==> src/rtl/mem_arbiter_pkg.sv <==
// -----------------------------------------------------------------------------
// mem_arbiter_pkg
// Shared types and constants for the unified-memory arbiter.
//   tag_e : owner tag carried alongside each in-flight memory read
//           TAG_NONE = no read issued (idle cycle or store)
//           TAG_I    = read belongs to the instruction-fetch port
//           TAG_D    = read belongs to the load/store port
// -----------------------------------------------------------------------------
package mem_arbiter_pkg;

    typedef enum logic [1:0] {
        TAG_NONE = 2'd0,
        TAG_I    = 2'd1,
        TAG_D    = 2'd2
    } tag_e;

    // Width of the starvation counter; STARVE_LIMIT must fit (max 15).
    localparam int STARVE_W = 4;

    // Tag to push into the return pipe for a given grant pattern.
    function automatic tag_e grant_tag(input logic i_gnt, input logic d_gnt, input logic d_we);
        tag_e t;
        t = TAG_NONE;
        if (i_gnt) begin
            t = TAG_I;
        end else if (d_gnt && !d_we) begin
            t = TAG_D;
        end
        return t;
    endfunction

endpackage

==> src/rtl/mem_arbiter_tag_pipe.sv <==
// -----------------------------------------------------------------------------
// mem_tag_pipe
// DEPTH-deep shift register of read-owner tags. One entry enters every cycle;
// the oldest entry leaves on tag_o in the cycle the memory returns its data.
// Ports:
//   clk         in  clock, rising edge
//   rst         in  synchronous active-high clear (all entries -> TAG_NONE)
//   tag_i       in  tag of the access issued this cycle
//   tag_o       out tag of the access whose data is on memQ this cycle
//   d_pending_o out a load is issued but its data has not reached the output yet
// -----------------------------------------------------------------------------
module mem_tag_pipe
    import mem_arbiter_pkg::*;
#(
    parameter int DEPTH = 1
) (
    input  logic clk,
    input  logic rst,
    input  tag_e tag_i,
    output tag_e tag_o,
    output logic d_pending_o
);

    tag_e pipe_q [DEPTH];

    always_ff @(posedge clk) begin
        if (rst) begin
            for (int i = 0; i < DEPTH; i++) begin
                pipe_q[i] <= TAG_NONE;
            end
        end else begin
            pipe_q[0] <= tag_i;
            for (int i = 1; i < DEPTH; i++) begin
                pipe_q[i] <= pipe_q[i-1];
            end
        end
    end

    assign tag_o = pipe_q[DEPTH-1];

    // The output stage is excluded: its data is being delivered this cycle.
    always_comb begin
        d_pending_o = 1'b0;
        for (int i = 0; i < DEPTH - 1; i++) begin
            if (pipe_q[i] == TAG_D) begin
                d_pending_o = 1'b1;
            end
        end
    end

endmodule

==> src/rtl/mem_arbiter.sv <==
// -----------------------------------------------------------------------------
// mem_arbiter
// Shares one single-port synchronous memory between instruction fetch (IF)
// and load/store (MEM). The data port wins by default; after STARVE_LIMIT
// consecutive denied IF cycles the IF port is forced to win. Reads are tagged
// so each returning word is steered back to the port that asked for it.
//
// Optional feature macro: MEMARB_PERF_EN builds the conflictCnt / forceCnt
// performance counters; without it both ports are tied to 0.
//
// Ports:
//   clk, rst                 clock, synchronous active-high reset
//   iReq/iAddr -> iGnt       IF read request, combinational grant
//   iValid/iData             returned instruction word
//   dReq/dWe/dAddr/dWdata    MEM request (store when dWe=1), dGnt grant
//   dValid/dRdata            returned load word
//   stallIF, stallMEM        pipeline freeze controls
//   memAddr/memWe/memWdata/memRen -> memory, memQ <- memory
//   conflictCnt, forceCnt    performance counters (feature-gated)
// -----------------------------------------------------------------------------
module mem_arbiter
    import mem_arbiter_pkg::*;
#(
    parameter int ADDR_W       = 10,
    parameter int READ_LAT     = 1,
    parameter int STARVE_LIMIT = 4
) (
    input  logic              clk,
    input  logic              rst,
    input  logic              iReq,
    input  logic [31:0]       iAddr,
    output logic              iGnt,
    output logic              iValid,
    output logic [31:0]       iData,
    input  logic              dReq,
    input  logic              dWe,
    input  logic [31:0]       dAddr,
    input  logic [31:0]       dWdata,
    output logic              dGnt,
    output logic              dValid,
    output logic [31:0]       dRdata,
    output logic              stallIF,
    output logic              stallMEM,
    output logic [ADDR_W-1:0] memAddr,
    output logic              memWe,
    output logic [31:0]       memWdata,
    output logic              memRen,
    input  logic [31:0]       memQ,
    output logic [31:0]       conflictCnt,
    output logic [31:0]       forceCnt
);

    localparam logic [STARVE_W-1:0] LIMIT = STARVE_W'(STARVE_LIMIT);

    logic [STARVE_W-1:0] starve_q, starve_d;
    logic [31:0]         idata_q, drdata_q;
    logic                force_w;
    logic                d_pending;
    tag_e                push_tag, ret_tag;

    // ---------------- grant ----------------
    always_comb begin
        force_w = iReq && (starve_q == LIMIT);
        dGnt    = !rst && dReq && !force_w;
        iGnt    = !rst && iReq && !dGnt;
    end

    // ---------------- memory drive ----------------
    always_comb begin
        memAddr  = '0;
        memWdata = '0;
        if (dGnt) begin
            memAddr  = dAddr[ADDR_W+1:2];
            memWdata = dWdata;
        end else if (iGnt) begin
            memAddr  = iAddr[ADDR_W+1:2];
        end
        memWe  = dGnt && dWe;
        memRen = iGnt || (dGnt && !dWe);
    end

    // ---------------- starvation counter ----------------
    always_comb begin
        starve_d = starve_q;
        if (!iReq || iGnt) begin
            starve_d = '0;
        end else if (starve_q != LIMIT) begin
            starve_d = starve_q + 1'b1;
        end
    end

    always_ff @(posedge clk) begin
        if (rst) begin
            starve_q <= '0;
        end else begin
            starve_q <= starve_d;
        end
    end

    // ---------------- return path ----------------
    assign push_tag = grant_tag(iGnt, dGnt, dWe);

    mem_tag_pipe #(.DEPTH(READ_LAT)) u_tag_pipe (
        .clk         (clk),
        .rst         (rst),
        .tag_i       (push_tag),
        .tag_o       (ret_tag),
        .d_pending_o (d_pending)
    );

    // Valids are masked during reset so a read caught mid-flight never surfaces.
    always_comb begin
        iValid = !rst && (ret_tag == TAG_I);
        dValid = !rst && (ret_tag == TAG_D);
        iData  = iValid ? memQ : idata_q;
        dRdata = dValid ? memQ : drdata_q;
    end

    always_ff @(posedge clk) begin
        if (rst) begin
            idata_q  <= '0;
            drdata_q <= '0;
        end else begin
            idata_q  <= iData;
            drdata_q <= dRdata;
        end
    end

    // ---------------- stalls ----------------
    assign stallIF  = iReq && !iGnt;
    assign stallMEM = (dReq && !dGnt) || d_pending;

    // ---------------- performance counters ----------------
`ifdef MEMARB_PERF_EN
    logic [31:0] conflict_q, force_q;

    always_ff @(posedge clk) begin
        if (rst) begin
            conflict_q <= '0;
            force_q    <= '0;
        end else begin
            if (iReq && dReq) begin
                conflict_q <= conflict_q + 32'd1;
            end
            if (iGnt && force_w) begin
                force_q <= force_q + 32'd1;
            end
        end
    end

    assign conflictCnt = conflict_q;
    assign forceCnt    = force_q;
`else
    assign conflictCnt = '0;
    assign forceCnt    = '0;
`endif

    // Byte-lane and above-range address bits are intentionally ignored.
    logic unused_addr_bits;
    assign unused_addr_bits = ^{iAddr[31:ADDR_W+2], iAddr[1:0],
                                dAddr[31:ADDR_W+2], dAddr[1:0]};

endmodule

==> config.mk <==
export PLATFORM = sky130hd
export DESIGN_NAME = mem_arbiter
export DESIGN_NICKNAME = d
export VERILOG_FILES = /design/src/rtl/mem_arbiter_pkg.sv /design/src/rtl/mem_arbiter_tag_pipe.sv /design/src/rtl/mem_arbiter.sv
export SDC_FILE = /design/constraint.sdc
export NUM_CORES = 1
export LEC_CHECK = 0
export BUFFER_PORTS_ARGS = -buffer_cell sky130_fd_sc_hd__buf_4
export CELL_PAD_IN_SITES_DETAIL_PLACEMENT = 0
export CELL_PAD_IN_SITES_GLOBAL_PLACEMENT = 1
export CORE_ASPECT_RATIO = 0.6
export CORE_MARGIN = 3
export CORE_UTILIZATION = 25
export DETAILED_ROUTE_END_ITERATION = 12
export PLACE_DENSITY = 0.84
export SYNTH_ARGS = -nofsm -noshare
export SYNTH_HDL_FRONTEND = slang
export SYNTH_SLANG_ARGS = --single-unit
==> constraint.sdc <==
create_clock -name clk -period 4.62 [get_ports clk]
set_input_delay 0.462 -clock clk [delete_from_list [all_inputs] [get_ports clk]]
set_output_delay 0.462 -clock clk [all_outputs]
set_load 0.02 [all_outputs]
== Yosys cells after proc, flatten, opt, wreduce, memory -nomap -nowiden ==
Memory sizes are Yosys's and may differ from the RTL's.
Cells that the tools add are included.

* Bits in registers: 68
* Bits in read-only memories: 0
* Word-level logic and storage cells: 42
* Input port bits: 133
* Latch bits: 0
* Memories: 1
* Memory bits (writable): 2

{| class="wikitable"
|+ Memories
! memory !! words !! bits a word !! read ports !! clocked after Yosys merged registers in !! write ports !! line !! text
|-
| u_tag_pipe.pipe_q || 1 || 2 || 1 || 0 || 1 || mem_arbiter_tag_pipe.sv:24 || <nowiki>tag_e pipe_q [DEPTH];</nowiki>
|}

* Muxes and demuxes: 12
* Order comparisons: 0
* Bitwise logic cells: 0
* Div/mod/pow operators: 0
* Add/sub/neg operators: 1
* Shift-type cells: 0
* Eq/ne operators: 4
* Reductions and logical operators: 21
* Multiply operators: 0

{| class="wikitable"
|+ Operator list
! cell !! count
|-
| $mux 32 || 3
|-
| $mux 10 || 2
|-
| $logic_and 1x1->1 || 11
|-
| $logic_not 1->1 || 6
|-
| $mux 2 || 3
|-
| $add 4x1->4 const B || 1
|-
| $eq 4x3->1 const B || 1
|-
| $mux 1 || 4
|-
| $ne 4x3->1 const B || 1
|-
| $reduce_or 2->1 || 2
|-
| $eq 2x1->1 const B || 1
|-
| $eq 2x2->1 const B || 1
|-
| $logic_or 1x1->1 || 2
|}

== Depth between registers and ports, before layout ==
Gate-level depths: netlist (run 1).

* Word-level depth: 8
* Depth in mapped cells: 7
* Depth with buffers taken out: 5

== Modules after synthesis ==
A second synthesis (run 1) with hierarchy kept.

* Cells, all modules: 356
* Area total of the unflattened synthesis: 3858.7 µm²

{| class="wikitable"
|+ By module, submodules not included
! module !! times used !! sequential area each (µm²) !! cells an instance !! area each (µm²)
|-
| mem_arbiter || 1 || 1361.3 || 350 || 3794.9
|-
| mem_tag_pipe || 1 || 40.0 || 6 || 63.8
|}

== Least setup slack after synthesis (run 1) ==
No wires, ideal clock.

* Kind: register to output
* Start point: register starve_q[0]
* End point: output port memWdata[10]
* Stages on the path, launching flop included: 8
* Data arrival time: 1.621 ns
* Path slack: 2.537 ns
* Path buffers: 2
* Required time: 4.158 ns
* Path through: dfxtp_1 inv_1 ha_1 and3b_1 a21oi_1 buf_2 buf_2 and2_1

* Longest elaborated chain between the ends: 5

{| class="wikitable"
|+ RTL lines
! item !! line !! text
|-
| from (decl) || mem_arbiter.sv:55 || <nowiki>logic [STARVE_W-1:0] starve_q, starve_d;</nowiki>
|-
| from (signal assigned) || mem_arbiter.sv:96 || <nowiki>starve_q <= starve_d;</nowiki>
|-
| $eq 4x3->1 || mem_arbiter.sv:63 || <nowiki>force_w = iReq && (starve_q == LIMIT);</nowiki>
|-
| $logic_and 1x1->1 || mem_arbiter.sv:63 ||
|-
| $logic_not 1->1 || mem_arbiter.sv:64 || <nowiki>dGnt = !rst && dReq && !force_w;</nowiki>
|-
| $logic_and 1x1->1 || mem_arbiter.sv:64 ||
|-
| net dGnt || mem_arbiter.sv:39 || <nowiki>output logic dGnt,</nowiki>
|-
| $mux 32 || mem_arbiter.sv:72 || <nowiki>if (dGnt) begin</nowiki>
|-
| to (decl) || mem_arbiter.sv:46 || <nowiki>output logic [31:0] memWdata,</nowiki>
|}

The timed path passes the listed nets, and every way through them passes these cells.

== Final worst setup path (run 1) ==
* Start point: memory u_tag_pipe.pipe_q[0][1] (netlist bit)
* End point: output port dRdata[21]

* Longest elaborated chain between the ends: 4

{| class="wikitable"
|+ RTL lines
! item !! line !! text
|-
| from (decl) || mem_arbiter_tag_pipe.sv:24 ||
|-
| $mem_v2 1x2 || - ||
|-
| $eq 2x2->1 || mem_arbiter.sv:114 || <nowiki>dValid = !rst && (ret_tag == TAG_D);</nowiki>
|-
| $logic_and 1x1->1 || mem_arbiter.sv:114 ||
|-
| $mux 32 || mem_arbiter.sv:116 || <nowiki>dRdata = dValid ? memQ : drdata_q;</nowiki>
|-
| to (decl) || mem_arbiter.sv:41 || <nowiki>output logic [31:0] dRdata,</nowiki>
|}

No other way between the ends.

==> impl_metrics.env, run 1 <==
export IMPL_p_leak_nw=2.80
export IMPL_grt_max_degree=66
export IMPL_worst_pin_slew_ns=1.12
export IMPL_synth_cell_type_count=25
export IMPL_synth_cell_area_sq_um=3710
export IMPL_wirelength_um=9960
export IMPL_hpwl_um=7830
export IMPL_synth_seq_area_share=0.378
export IMPL_clock_fmax_mhz=322
export IMPL_yosysWarnings=0
export IMPL_io_pins=311
export IMPL_endpoint_kind="output port"
export IMPL_reg2reg_to="drdata_q[27]"
export IMPL_cts_root_buf="clkbuf_16"
export IMPL_p_total_mw=1.72
export IMPL_clk_latency_ns=0.33
export IMPL_drcViolationCount=0
export IMPL_die_area_sq_um=16400
export IMPL_power_density_nw_per_um2=312
export IMPL_synthDominantCellAreaShare=0.378
export IMPL_first_iter_violations=82
export IMPL_num_antenna_cells=0
export IMPL_grt_pass1_vias=2767
export IMPL_post_route_period_util=0.672
export IMPL_synth_area_per_cell_sq_um=10.5
export IMPL_cts_num_sinks=70
export IMPL_synth_edf_count=0
export IMPL_num_vias=2833
export IMPL_cp_required_ns=4.16
export IMPL_fp_dieW_um=163
export IMPL_cts_tree="done"
export IMPL_cts_buffers=9
export IMPL_setup_slack_ns=1.52
export IMPL_yosys_top_cells_count="and2_1 (98), dfxtp_1 (70), buf_4 (64)"
export IMPL_cts_resized=0
export IMPL_via_per_inst=3.79
export IMPL_die_y_um=100
export IMPL_worstSetupPathType="flop to output port"
export IMPL_yosys_area_top_type="dfxtp_1"
export IMPL_numPortBuffers=202
export IMPL_reg2reg_from="u_tag_pipe.pipe_q[0][1]"
export IMPL_coreArea_sq_um=14100
export IMPL_status="finished, final reports clean"
export IMPL_areaGrowthSynthToFinish_pct=48.1
export IMPL_min_from="iReq"
export IMPL_ys_top_cells_by_area="dfxtp_1 (38%), and2_1 (17%), buf_4 (13%)"
export IMPL_ys_seq_elements=70
export IMPL_min_period_ns=3.10
export IMPL_ys_flop_type="dfxtp_1"
export IMPL_cts_setup_buffers=0
export IMPL_cts_buffer_depth=2
export IMPL_slew_headroom=0.254
export IMPL_setup_viol=0
export IMPL_clk_pin_slew_ns=0.06
export IMPL_nets=687
export IMPL_critPathMaxFanout=17
export IMPL_finalMaxSlewViolations=0
export IMPL_vdd_drop_max_mv=0.158
export IMPL_hold_viol=0
export IMPL_htreeDepth=3
export IMPL_drv_cap=0
export IMPL_drive_above_1_share=0.523
export IMPL_antenna_found_initial=0
export IMPL_holdPathEnd="u_tag_pipe.pipe_q[0][0]"
export IMPL_rsz0062_at_grt="no"
export IMPL_yosysMostFrequentCell="and2_1"
export IMPL_skew_ns=0.00760
export IMPL_hold_buffers=0
export IMPL_dr_pass1_iters=4
export IMPL_ff2ff_path_depth=4
export IMPL_tns_ns=0
export IMPL_start_util=0.263
export IMPL_async_reset_ff_frac=0
export IMPL_crit_arrival_ns=2.64
export IMPL_pre_cts_slack_ns=1.61
export IMPL_min_path_type="input port to flop"
export IMPL_r2r_slack_ns=2.20
export IMPL_grt_pass1_wl_um=14600
export IMPL_final_antenna_net_count=0
export IMPL_routedWlPerCell_um=13.3
export IMPL_gp_congestion=0.741
export IMPL_hold_worst_slack_ns=0.417
export IMPL_rows=33
export IMPL_critical_path_startpoint_type="flop"
export IMPL_grt_overflow=0
export IMPL_fin_util=0.390
export IMPL_track_usage=0.112
export IMPL_min_path_cells=2
export IMPL_syn_inst=353
==> cells by family (layout without fill, tap and decap cells) <==
| kind of cell | Yosys count | after routing | synth area share |
|---|---|---|---|
| fa+ha+maj | 2 | 2 | 0.00674 |
| mux | 65 | 65 | 0.220 |
| buf+inv | 89 | 229 | 0.169 |
| xor+xnor | 1 | 1 | 0.00236 |
| other cells | 1 | 64 | 0.00101 |
| compound gates | 14 | 14 | 0.0324 |
| simple gates | 111 | 111 | 0.191 |
| flops | 70 | 70 | 0.378 |
==> how the worst max path moves through the flow <==
stage,cells after the start,from,end,slack [ns]
after floorplan,7,starve_q[0],memWdata[10],2.54
after global placement,5,rst,dRdata[27],1.65
after detailed placement,5,rst,dRdata[24],1.61
after CTS,4,u_tag_pipe.pipe_q[0][1],dRdata[24],1.43
after global routing,4,u_tag_pipe.pipe_q[0][1],dRdata[24],1.36
final,4,u_tag_pipe.pipe_q[0][1],dRdata[21],1.52
==> state kept, by name, summed over array words and instances, names as in the netlist <==
signal	flops
drdata_q	32
idata_q	32
starve_q	4
u_tag_pipe.pipe_q	2
==> stage by stage <==
step / instance area, sq um / cells
5_1_grt: 5490 / 748
6_report: 5490 / 748
3_5_place_dp: 5150 / 733
2_1_floorplan: 3950 / 416
3_3_place_gp: 5150 / 733
4_1_cts: 5490 / 748
==> worst max-delay path: stages (launching register included) <==
cell	delay [ns]
dfxtp_1	0.41
nor3b_4	0.94
buf_4	0.40
mux2_2	0.38
buf_4	0.16
==> final cells by class <==
cell class                 instances  area, sq um
clock buffer                      10          239
clock inverter                     5          106
fill                            1402         8590
inverter                           6         22.5
multi-input combinational        257         1920
sequential                        70         1400
tap                              192          240
timing repair buffer             208         1560
==> layer usage <==
layer | share of wire | up-vias | GRT usage
li1 | - | 1414 | -
met1 | 0.46 | 1318 | 0.154
met2 | 0.47 | 92 | 0.171
met3 | 0.064 | 9 | 0.0367
met4 | 0.0061 | 0 | 0.0273
met5 | 0 | - | 0
==> layout by cell type (no fill, tap or decap) <==
cell / count
conb_1: 64
a22o_1: 10
clkbuf_8: 1
and3b_1: 1
nor2b_1: 1
clkbuf_16: 9
mux2_4: 23
xnor2_1: 1
clkinvlp_4: 1
mux2_2: 41
or3b_2: 1
a21oi_2: 1
dfxtp_1: 70
a21o_1: 1
ha_1: 2
inv_1: 6
nor2_1: 6
o211a_1: 2
bufinv_16: 3
nand3_1: 1
nor3b_4: 2
and2_1: 98
buf_4: 208
nand2b_1: 1
inv_6: 1
mux2i_1: 1
==> power by group <==
part	switching (mW)	internal [mW]
clock	0.251	0.541
combinational	0.167	0.137
sequential	0.00386	0.616
Note: power is estimated with default switching activity, not from simulation.
==> inputs of run 2 (changes only) <==
clock period = 2.9 ns   (was 4.62 ns; I/O delays follow)
==> impl_metrics.env, run 2 (same netlist as run 1, synthesis figures left out) <==
export IMPL_status="finished, final reports clean"
export IMPL_first_iter_violations=80
export IMPL_grt_pass1_wl_um=14400
export IMPL_stdcell_count=749
export IMPL_power_density_nw_per_um2=460
export IMPL_num_vias=2883
export IMPL_coreArea_sq_um=14100
export IMPL_cp_slowest_cell="nor3b_4"
export IMPL_ff_latch_area_sq_um=1400
export IMPL_critPathCapture="dRdata[27]"
export IMPL_hpwl_um=7940
export IMPL_setup_slack_ns=0.477
export IMPL_hold_worst_slack_ns=0.249
export IMPL_topRoutingLayerUsed="met4"
export IMPL_final_common_cell="buf_4"
export IMPL_most_common_layout_cells="buf_4 (208), and2_1 (98), dfxtp_1 (70)"
export IMPL_pre_cts_slack_ns=0.720
export IMPL_finalMaxSlewViolations=0
export IMPL_reg2reg_from="u_tag_pipe.pipe_q[0][1]"
export IMPL_tns_ns=0
export IMPL_numPortBuffers=202
export IMPL_track_usage=0.113
export IMPL_routedWlPerCell_um=13.4
export IMPL_cts_root_buf="clkbuf_16"
export IMPL_nets=687
export IMPL_worst_path_dominant_cell_family="simple AND/OR/NAND/NOR gates"
export IMPL_grt_overflow=0
export IMPL_p_leak_nw=2.77
export IMPL_cts_num_sinks=70
export IMPL_multi_input_area_sq_um=1920
export IMPL_crit_arrival_ns=2.13
export IMPL_post_route_period_util=0.836
export IMPL_setup_viol=0
export IMPL_min_period_ns=2.42
export IMPL_dp_cells=733
export IMPL_drive_above_1_share=0.524
export IMPL_ff2ff_path_depth=4
export IMPL_rows=33
export IMPL_crit_top_cell="buf_4"
export IMPL_cts_tree="done"
export IMPL_hold_viol=0
export IMPL_crit_buf_inv=2
export IMPL_gp_congestion=0.723
export IMPL_clock_fmax_mhz=413
export IMPL_min_path_type="input port to flop"
export IMPL_dr_wl_met3_um=700
export IMPL_reg2reg_to="drdata_q[23]"
export IMPL_slew_headroom=0.636
export IMPL_hold_buffers=0
export IMPL_final_antenna_net_count=0
export IMPL_areaGrowthSynthToFinish_pct=46.4
export IMPL_r2r_slack_ns=0.99
export IMPL_startpoint="u_tag_pipe.pipe_q[0][1]"
export IMPL_worstSetupPathDepth=4
export IMPL_fp_dieW_um=163
export IMPL_route_met2_wl_um=4690
export IMPL_wirelength_um=10000
export IMPL_clk_pin_slew_ns=0.05
export IMPL_clk_latency_ns=0.33
export IMPL_drv_cap=0
export IMPL_cts_setup_buffers=0
export IMPL_die_y_um=100
export IMPL_top_regs="drdata_q x32, idata_q x32, starve_q x4"
export IMPL_grt_pass1_vias=2725
export IMPL_crit_chain="nor3b_4, buf_4, mux2_2, buf_4"
export IMPL_drcViolationCount=0
export IMPL_critPathMaxFanout=14
export IMPL_rsz0062_at_grt="no"
export IMPL_fin_util=0.386
export IMPL_wl_met1_um=4520
export IMPL_num_antenna_cells=0
export IMPL_design_area_sq_um=5430
export IMPL_critical_path_startpoint_type="flop"
export IMPL_fillerInstances=1402
export IMPL_grt_max_degree=66
export IMPL_cts_resized=0
export IMPL_endpoint_kind="output port"
export IMPL_htreeDepth=3
export IMPL_skew_ns=0.00561
export IMPL_die_area_sq_um=16400
export IMPL_place_area_sq_um=5150
export IMPL_cp_required_ns=2.61
export IMPL_via_per_inst=3.85
export IMPL_dr_pass1_iters=4
export IMPL_start_util=0.263
export IMPL_max_stage_delay_ns=0.52
export IMPL_cts_buffers=9
export IMPL_cts_buffer_depth=2
export IMPL_antenna_found_initial=0
export IMPL_worstSetupPathType="flop to output port"
export IMPL_p_total_mw=2.50
export IMPL_min_from="iReq"
export IMPL_vdd_drop_max_mv=0.213
export IMPL_worst_pin_slew_ns=0.545
export IMPL_io_pins=311
## run 2: metal layers
layer	vias up	track usage
met5	-	0
met4	0	0.0292
met3	10	0.0396
met2	99	0.172
met1	1366	0.152
li1	1408	-
## run 2: cell type report
type / instances / area share
clock inverter: 6 / 0.00829
tap: 192 / 0.0442
sequential: 70 / 0.258
multi-input combinational: 257 / 0.354
inverter: 6 / 0.00415
clock buffer: 10 / 0.0440
timing repair buffer: 208 / 0.287
## run 2: how the worst min path moves through the flow
| stage | endpoint | slack, ns | depth (start not counted) |
|---|---|---|---|
| 5_1_grt | u_tag_pipe.pipe_q[0][0] | 0.24 | 2 |
| 2_1_floorplan | starve_q[0] | 0.43 | 1 |
| 3_3_place_gp | starve_q[0] | 0.44 | 1 |
| 4_1_cts | u_tag_pipe.pipe_q[0][0] | 0.24 | 2 |
| 3_5_place_dp | starve_q[0] | 0.50 | 1 |
| 6_report | u_tag_pipe.pipe_q[0][0] | 0.25 | 2 |
## run 2: worst reg2reg max path: cells and delay by family (launching register included)
kind | cells | cell delay [ns]
DFF | 1 | 0.39
buffers and inverters | 1 | 0.35
muxes | 1 | 0.39
and+or+nand+nor | 2 | 0.68
## run 2: power breakdown
| group | internal, mW | switching, mW |
|---|---|---|
| Sequential | 0.981 | 0.00598 |
| Combinational | 0.218 | 0.266 |
| Clock | 0.606 | 0.420 |
| Total | 1.80 | 0.692 |
==> inputs of run 3 (changes only) <==
clock period = 2.29 ns   (was 2.9 ns; I/O delays follow)
==> impl_metrics.env, run 3 (same netlist as run 1, synthesis figures left out) <==
export IMPL_stdcell_count=756
export IMPL_crit_arrival_ns=1.98
export IMPL_dp_cells=733
export IMPL_min_period_ns=2.21
export IMPL_nets=694
export IMPL_pre_cts_slack_ns=0.404
export IMPL_cts_buffer_depth=2
export IMPL_drv_cap=0
export IMPL_gp_congestion=0.737
export IMPL_cts_tree="done"
export IMPL_power_density_nw_per_um2=585
export IMPL_routedWlPerCell_um=14.5
export IMPL_track_usage=0.115
export IMPL_worstSetupPathType="flop to output port"
export IMPL_clk_latency_ns=0.32
export IMPL_setup_viol=0
export IMPL_top_regs="drdata_q x32, idata_q x32, starve_q x4"
export IMPL_first_iter_violations=71
export IMPL_vdd_drop_max_mv=0.259
export IMPL_fp_dieW_um=163
export IMPL_grt_overflow=0
export IMPL_grt_pass1_vias=2764
export IMPL_endpoint_kind="output port"
export IMPL_status="finished, final reports clean"
export IMPL_fillerInstances=1417
export IMPL_finalMaxSlewViolations=0
export IMPL_start_util=0.263
export IMPL_cts_root_buf="clkbuf_16"
export IMPL_areaGrowthSynthToFinish_pct=51.1
export IMPL_skew_ns=0.00505
export IMPL_min_path_type="input port to flop"
export IMPL_antenna_found_initial=0
export IMPL_slew_headroom=0.660
export IMPL_setup_slack_ns=0.0831
export IMPL_die_y_um=100
export IMPL_cts_num_sinks=70
export IMPL_p_leak_nw=2.85
export IMPL_htreeDepth=3
export IMPL_die_area_sq_um=16400
export IMPL_hold_viol=0
export IMPL_hpwl_um=8010
export IMPL_final_antenna_net_count=0
export IMPL_grt_max_degree=66
export IMPL_num_antenna_cells=0
export IMPL_cp_required_ns=2.06
export IMPL_worst_pin_slew_ns=0.510
export IMPL_critical_path_startpoint_type="flop"
export IMPL_cts_buffers=9
export IMPL_hold_worst_slack_ns=0.204
export IMPL_critPathMaxFanout=6
export IMPL_post_route_period_util=0.964
export IMPL_numPortBuffers=202
export IMPL_num_vias=2921
export IMPL_most_common_layout_cells="buf_4 (207), and2_1 (98), dfxtp_1 (69)"
export IMPL_clock_fmax_mhz=453
export IMPL_rows=33
export IMPL_dr_pass1_iters=4
export IMPL_via_per_inst=3.86
export IMPL_hold_buffers=0
export IMPL_drcViolationCount=0
export IMPL_clk_pin_slew_ns=0.05
export IMPL_io_pins=311
export IMPL_tns_ns=0
export IMPL_wirelength_um=10900
export IMPL_coreArea_sq_um=14100
export IMPL_grt_pass1_wl_um=14800
export IMPL_final_common_cell="buf_4"
export IMPL_drive_above_1_share=0.535
## run 3: cell types whose count changed in the layout (fill, tap and decap cells not counted), sizes merged
cell,before,now
inv,8,7
clkinv,1,4
bufinv,0,1
clkbuf,10,12
clkinvlp,3,1
buf,208,212
## run 3: what timing repair did
| action | CTS | global route |
|---|---|---|
| buffers inserted | 0 | 1 |
| gates resized for setup | 0 | 5 |
| setup endpoints to repair | 0 | 12 |
## run 3: layer usage
layer | vias to the layer above | global-route usage | part of all wire
li1 | 1425 | - | -
met3 | 6 | 0.0367 | 0.059
met5 | - | 0 | 0
met4 | 0 | 0.0234 | 0.0052
met2 | 100 | 0.182 | 0.46
met1 | 1390 | 0.156 | 0.48
## run 3: path summary, 6_finish.rpt
check / cells after the start / endpoint / from / slack, ns
worst min-delay path: 2 / u_tag_pipe.pipe_q[0][0] / iReq / 0.20
worst max-delay path: 8 / memWdata[15] / starve_q[1] / 0.08
worst min register to register: 1 / starve_q[0] / starve_q[0] / 0.43
worst max register to register: 4 / idata_q[31] / u_tag_pipe.pipe_q[0][0] / 0.68
## run 3: per-stage QoR
| step | utilization | power (mW) | area (sq um) |
|---|---|---|---|
| finish | 0.398 | 3.28 | 5610 |
| global route | 0.398 | 3.43 | 5610 |
| CTS | 0.388 | 3.30 | 5460 |
| detailed placement | 0.367 | 1.89 | 5160 |
| global placement | 0.367 | 1.89 | 5160 |
| floorplan | - | 1.70 | 3950 |
## run 3: power by group
part,internal [mW],switching [mW]
registers,1.24,0.00812
clock network,0.846,0.531
logic,0.299,0.353
## run 3: worst max-delay path: stages, from the launching register on
cell	delay (ns)
dfxtp_1	0.36
inv_1	0.06
ha_1	0.19
and3b_2	0.26
a21oi_4	0.20
buf_12	0.16
clkbuf_16	0.15
and2_1	0.14
buf_4	0.14
## run 3: layout make-up
cell class	count	area [sq um]	share of cell area
sequential	70	1400	0.250
timing repair buffer	215	1700	0.304
multi-input combinational	257	1940	0.346
clock buffer	9	225	0.0402
inverter	6	22.5	0.00402
clock inverter	7	73.8	0.0132
tap	192	240	0.0428
